[config.mk]
export PLATFORM = sky130hd
export DESIGN_NAME = fibonacci_seq_flat
export DESIGN_NICKNAME = d
export VERILOG_FILES = /design/src/rtl/fibonacci_seq_if.sv /design/src/rtl/fibonacci_seq.sv /design/src/flat_wrapper.sv
export SDC_FILE = /design/constraint.sdc
export NUM_CORES = 1
export LEC_CHECK = 0
export ABC_AREA = 0
export CORE_MARGIN = 2
export CORE_UTILIZATION = 48
export CTS_CLUSTER_DIAMETER = 30
export DETAILED_ROUTE_END_ITERATION = 10
export PLACE_DENSITY = 0.84
export SLEW_MARGIN = 20
export SYNTH_ARGS = -nofsm -noshare
export SYNTH_HDL_FRONTEND = slang
export SYNTH_SLANG_ARGS = --single-unit
[constraint.sdc]
create_clock -name clk -period 2.2 [get_ports clk]
set_clock_uncertainty 0.05 [all_clocks]
set_input_delay 0.22 -clock clk [delete_from_list [all_inputs] [get_ports clk]]
set_output_delay 0.22 -clock clk [all_outputs]
set_load 0.005 [all_outputs]
[src/rtl/fibonacci_seq_if.sv]
// Output stream bundle for the Fibonacci sequence engine.
// Producer drives data/valid/last, consumer drives ready.
interface fibonacci_seq_if #(
  parameter int WIDTH = 16
);
  logic [WIDTH-1:0] out_data;
  logic             out_valid;
  logic             out_ready;
  logic             out_last;

  modport master (
    output out_data,
    output out_valid,
    output out_last,
    input  out_ready
  );

  modport slave (
    input  out_data,
    input  out_valid,
    input  out_last,
    output out_ready
  );
endinterface

[src/rtl/fibonacci_seq.sv]
// Generalised Fibonacci engine with programmable seeds.
// Single-result or stream mode, valid/ready output, overflow flag.
module fibonacci_seq #(
  parameter int WIDTH    = 16,
  parameter int IDX_W    = 5,
  parameter int SATURATE = 0
) (
  input  logic             clk,
  input  logic             reset,
  input  logic             start,
  input  logic [IDX_W-1:0] n,
  input  logic [WIDTH-1:0] seed0,
  input  logic [WIDTH-1:0] seed1,
  input  logic             mode_stream,
  input  logic             abort,
  output logic             busy,
  output logic             overflow,
  output logic             done,
  fibonacci_seq_if.master  o
);

  typedef enum logic [2:0] {
    S_IDLE,
    S_CALC,
    S_OUT,
    S_STREAM,
    S_DONE
  } state_t;

  state_t           state_q, state_d;
  logic [WIDTH-1:0] a_q, a_d;
  logic [WIDTH-1:0] b_q, b_d;
  logic [WIDTH-1:0] res_q, res_d;
  logic [IDX_W-1:0] cnt_q, cnt_d;
  logic             ovf_q, ovf_d;

  logic [WIDTH:0]   sum_full;
  logic [WIDTH-1:0] sum;
  logic             carry;
  logic             fire;
  logic             valid;

  // Next term, wrapped or clamped on carry-out
  always_comb begin
    sum_full = {1'b0, a_q} + {1'b0, b_q};
    carry    = sum_full[WIDTH];
    if (SATURATE != 0 && carry) sum = '1;
    else                        sum = sum_full[WIDTH-1:0];
  end

  // Outputs decoded from state; abort suppresses a pending beat
  always_comb begin
    valid      = (state_q == S_OUT || state_q == S_STREAM) && !abort;
    fire       = valid && o.out_ready;
    busy       = state_q != S_IDLE;
    done       = state_q == S_DONE;
    overflow   = ovf_q;
    o.out_valid = valid;
    o.out_last = (state_q == S_OUT) ||
                 (state_q == S_STREAM && cnt_q == '0);
    o.out_data = (state_q == S_STREAM) ? a_q : res_q;
  end

  // Next-state and datapath updates
  always_comb begin
    state_d = state_q;
    a_d     = a_q;
    b_d     = b_q;
    res_d   = res_q;
    cnt_d   = cnt_q;
    ovf_d   = ovf_q;
    if (abort && state_q != S_IDLE) begin
      state_d = S_IDLE;
    end else begin
      unique case (state_q)
        S_IDLE: begin
          if (start) begin
            a_d     = seed0;
            b_d     = seed1;
            cnt_d   = n;
            ovf_d   = 1'b0;
            state_d = mode_stream ? S_STREAM : S_CALC;
          end
        end
        S_CALC: begin
          if (cnt_q < IDX_W'(2)) begin
            res_d   = (cnt_q == '0) ? a_q : b_q;
            state_d = S_OUT;
          end else begin
            a_d   = b_q;
            b_d   = sum;
            cnt_d = cnt_q - IDX_W'(1);
            if (carry) ovf_d = 1'b1;
          end
        end
        S_OUT: begin
          if (fire) state_d = S_DONE;
        end
        S_STREAM: begin
          if (fire) begin
            if (cnt_q == '0) begin
              state_d = S_DONE;
            end else begin
              a_d   = b_q;
              b_d   = sum;
              cnt_d = cnt_q - IDX_W'(1);
              // b_q+a_q is term k+2; only count it when k+2 <= n
              if (carry && cnt_q >= IDX_W'(2)) ovf_d = 1'b1;
            end
          end
        end
        S_DONE: begin
          state_d = S_IDLE;
        end
        default: begin
          state_d = S_IDLE;
        end
      endcase
    end
  end

  // State and datapath registers
  always_ff @(posedge clk or posedge reset) begin
    if (reset) begin
      state_q <= S_IDLE;
      a_q     <= '0;
      b_q     <= '0;
      res_q   <= '0;
      cnt_q   <= '0;
      ovf_q   <= 1'b0;
    end else begin
      state_q <= state_d;
      a_q     <= a_d;
      b_q     <= b_d;
      res_q   <= res_d;
      cnt_q   <= cnt_d;
      ovf_q   <= ovf_d;
    end
  end

endmodule

[src/flat_wrapper.sv]
// flat-port wrapper written by rule: the top's interface ports become plain ports
module fibonacci_seq_flat 
#(
  parameter int WIDTH    = 16,
  parameter int IDX_W    = 5,
  parameter int SATURATE = 0
)
  (clk, reset, start, n, seed0, seed1, mode_stream, abort, busy, overflow, done, o_out_data, o_out_valid, o_out_last, o_out_ready);
  fibonacci_seq_if #(.WIDTH(WIDTH)) o_i ();
  input  logic clk;
  input  logic reset;
  input  logic start;
  input  logic [IDX_W-1:0] n;
  input  logic [WIDTH-1:0] seed0;
  input  logic [WIDTH-1:0] seed1;
  input  logic mode_stream;
  input  logic abort;
  output logic busy;
  output logic overflow;
  output logic done;
  output wire logic [$bits(o_i.out_data)-1:0] o_out_data;
  output wire logic [$bits(o_i.out_valid)-1:0] o_out_valid;
  output wire logic [$bits(o_i.out_last)-1:0] o_out_last;
  input wire logic [$bits(o_i.out_ready)-1:0] o_out_ready;
  assign o_out_data = o_i.out_data;
  assign o_out_valid = o_i.out_valid;
  assign o_out_last = o_i.out_last;
  assign o_i.out_ready = o_out_ready;
  fibonacci_seq #(.WIDTH(WIDTH), .IDX_W(IDX_W), .SATURATE(SATURATE)) u_core (.clk(clk), .reset(reset), .start(start), .n(n), .seed0(seed0), .seed1(seed1), .mode_stream(mode_stream), .abort(abort), .busy(busy), .overflow(overflow), .done(done), .o(o_i));
endmodule
==> impl_metrics.env <==
export IMPL_status="finished with violations"
export IMPL_violations="setup timing"
export IMPL_dr_pass1_iters=5
export IMPL_track_usage=0.2474
export IMPL_cp_top_family="compound AO/OA/AOI/OAI gates"
export IMPL_ys_seq_elements=57
export IMPL_rr_endpoint="u_core.b_q[14]$_DFFE_PP0P_"
export IMPL_grt_pass1_wl_microns=16360
export IMPL_synth_nets=478
export IMPL_synth_mux_area_fraction=0.09857
export IMPL_fp_dieH_microns=91.57
export IMPL_cpMaxStageDelayCell="dfrtp_1"
export IMPL_syn_area_sq_mm=0.003681
export IMPL_path_buf_inv=0
export IMPL_area_growth_pct=36.74
export IMPL_finalMaxSlewViolations=0
export IMPL_clkSlewWorstSetupHoldPaths_ps=70
export IMPL_cts_tree="yes"
export IMPL_fin_crit_ps=2241
export IMPL_mostFrequentLayoutCells="57 x dfrtp_1, 49 x nand2_1, 46 x clkdlybuf4s50_1, 42 x buf_4"
export IMPL_yosysSeqAreaShare=0.3875
export IMPL_fin_cells=620
export IMPL_multiInputGateArea_sq_mm=0.002192
export IMPL_start_kind="flop"
export IMPL_core_sq_mm=0.007331
export IMPL_synth_adder_area_share=0.06662
export IMPL_sw_frac_of_total=0.4371
export IMPL_min_delay_path_class="in2async"
export IMPL_final_nets=578
export IMPL_gp_congestion=0.8895
export IMPL_cts_sinks=57
export IMPL_ctsHoldBuffers=0
export IMPL_cts_made_buffers=9
export IMPL_setup_ws_ps=-40.76
export IMPL_synthSimpleGateAreaFrac=0.1611
export IMPL_setup_violations_final=1
export IMPL_period_share=1.019
export IMPL_place_hpwl_microns=6953
export IMPL_grt_max_degree=33
export IMPL_postSynthCellCount=416
export IMPL_path_cells="ha_2, fa_2, a21oi_2, o21ai_1, nand2_1, o211ai_1, a41o_1, mux2_2, nand3_1"
export IMPL_cts_buffer_depth=2
export IMPL_crit_arrival_ps=2470
export IMPL_switchingPower_mw=3.732
export IMPL_ys_flop_type="dfrtp_1"
export IMPL_worst_pin_slew_ps=519.4
export IMPL_p_leak_nw=2.140
export IMPL_antenna_left=0
export IMPL_die_w_microns=91.57
export IMPL_initial_core_util=0.5021
export IMPL_critPathMaxStageDelay_ps=410
export IMPL_pwr_share_comb=0.645
export IMPL_routed_wl_microns=10640
export IMPL_syn_avg_cell_area_sq_um=8.849
export IMPL_p_int_mw=4.805
export IMPL_worstPathMaxFanout=3
export IMPL_synth_cell_types=52
export IMPL_io_pins=64
export IMPL_dieArea_sq_mm=0.008385
export IMPL_via_count=3641
export IMPL_slew_headroom=0.6532
export IMPL_io_buffers=63
export IMPL_clkPwrFrac=0.114
export IMPL_vdd_drop_max_mv=0.6505
export IMPL_fill_cells=561
export IMPL_antenna_found_initial=0
export IMPL_hold_violations=0
export IMPL_yosysWarnings=0
export IMPL_reg2reg_slack_ps=-40
export IMPL_n_antenna_cell=0
export IMPL_path_class="reg2reg"
export IMPL_ys_async_sr_fraction=1.000
export IMPL_required_ps=2430
export IMPL_r2r_worst_path_cells=9
export IMPL_first_iter_violations=203
export IMPL_via_per_inst=5.873
export IMPL_synth_top_family_by_area="compound AO/OA/AOI/OAI gates"
export IMPL_timing_fmax_mhz=446.3
export IMPL_p_seq_frac=0.240
export IMPL_placed_cells=586
export IMPL_synthXorXnorAreaFrac=0.02379
export IMPL_drv_cap=0
export IMPL_synth_edf_count=0
export IMPL_synth_compound_area_frac=0.2141
export IMPL_clk_latency_ps=350
export IMPL_end_kind="flop"
export IMPL_post_drt_wl_per_cell_microns=17.16
export IMPL_drcViolationCount=0
export IMPL_powerDensity_mw_per_mm2=1696
export IMPL_ctsRootBufferMaster="clkbuf_8"
export IMPL_drive_above_1_share=0.2111
export IMPL_rsz0062_at_grt="true"
export IMPL_r2r_start="u_core.a_q[0]$_DFFE_PP0P_"
export IMPL_overflow=0
export IMPL_seq_area_sq_mm=0.001426
export IMPL_final_common_cell="dfrtp_1"
export IMPL_htreeDepth=3
export IMPL_num_rows=31
export IMPL_grt_pass1_vias=3464
export IMPL_dp_slack_ps=-103.7
state kept, by name, summed over array words and instances (netlist names):
name and cells:
u_core.state_q 3, u_core.overflow 1, u_core.res_q 16, u_core.a_q 16, u_core.b_q 16, u_core.cnt_q 5
routing by layer:
metal,wire length [microns],GRT usage,part of all wire,vias up
li1,-,-,-,1705
met1,4328,0.2984,0.41,1757
met2,5454,0.4246,0.51,149
met3,613,0.04979,0.058,30
met4,245,0.1098,0.023,0
met5,0,0,0,-
power by group through the flow:
stage                     Clock, mW  Combinational [mW]  Sequential, mW
after floorplan                   0                3.39            1.92
after global placement            0                4.83            1.98
after detailed placement          0                5.01            2.02
after CTS                     0.980                5.07            2.01
after global routing           1.02                6.01            2.11
final                         0.976                5.51            2.05
metrics by stage:
stage | TNS [ps] | utilization | power (mW) | hold slack (ps) | area (sq um)
floorplan | 0 | - | 5.310 | 260.5 | 3681
CTS | 0 | 0.6643 | 8.059 | 198.8 | 4870
global placement | -100.1 | 0.6254 | 6.811 | 405.2 | 4584
global route | -289.2 | 0.6866 | 9.151 | 227.9 | 5034
finish | -40.76 | 0.6866 | 8.537 | 185.8 | 5034
detailed placement | -369.7 | 0.6254 | 7.039 | 423.9 | 4584
timing repair:
| action | 4_1_cts | 5_1_grt |
|---|---|---|
| endpoints found under the hold margin | 0 | 0 |
| setup buffers | 10 | 7 |
| pin swaps | 4 | 2 |
| cloned | 1 | 0 |
| gates resized for setup | 30 | 21 |
| endpoints found under the setup margin | 22 | 40 |
how the worst max path moves through the flow:
stage,start,to,slack [ps],cells past startpoint
3_3_place_gp,u_core.b_q[0]$_DFFE_PP0P_,u_core.b_q[12]$_DFFE_PP0P_,-50,9
6_report,u_core.a_q[0]$_DFFE_PP0P_,u_core.b_q[14]$_DFFE_PP0P_,-40,9
4_1_cts,u_core.b_q[0]$_DFFE_PP0P_,u_core.b_q[14]$_DFFE_PP0P_,5,9
5_1_grt,u_core.a_q[0]$_DFFE_PP0P_,u_core.b_q[14]$_DFFE_PP0P_,-110,9
2_1_floorplan,u_core.b_q[0]$_DFFE_PP0P_,u_core.b_q[12]$_DFFE_PP0P_,20,9
3_5_place_dp,u_core.b_q[0]$_DFFE_PP0P_,u_core.b_q[8]$_DFFE_PP0P_,-100,10
cell type report:
class | instances | area share
Tap cell | 99 | 0.02461
Multi-Input combinational cell | 324 | 0.4355
Sequential cell | 57 | 0.2834
Inverter | 9 | 0.006711
Clock buffer | 13 | 0.02958
Clock inverter | 3 | 0.007954
Timing Repair Buffer | 115 | 0.2123
kinds of logic (layout without fill, tap and decap cells):
family	after synthesis	count (layout)
and+or+nand+nor	132	132
muxes	34	34
xor gates and xnor gates	10	10
DFF	57	57
AOI/OAI and AO/OA	129	129
adders and majority gates	19	19
buffers and inverters	35	140
Yosys cell counts (3+ instances only):
library cell   n  area [sq um]
nand3_1       14         70.07
mux2i_1       16         160.2
nor2_1        42         157.7
a21oi_1       43         215.2
buf_2          7         35.03
buf_6          5         56.30
mux2_2        18         202.7
xor2_1         7         61.31
nand2b_1       5         31.28
o211ai_1       3         22.52
a21oi_2        4         35.03
a31oi_1        9         56.30
nor3_1         3         15.01
ha_1          18         225.2
nand2_1       50         187.7
o22ai_1       17         106.4
a21o_1         4         30.03
xnor2_1        3         26.28
inv_1          9         33.78
o21ai_0       32         160.2
dfrtp_1       57          1426
clkbuf_1      12         45.04
Power figures use the tool's default switching activity.
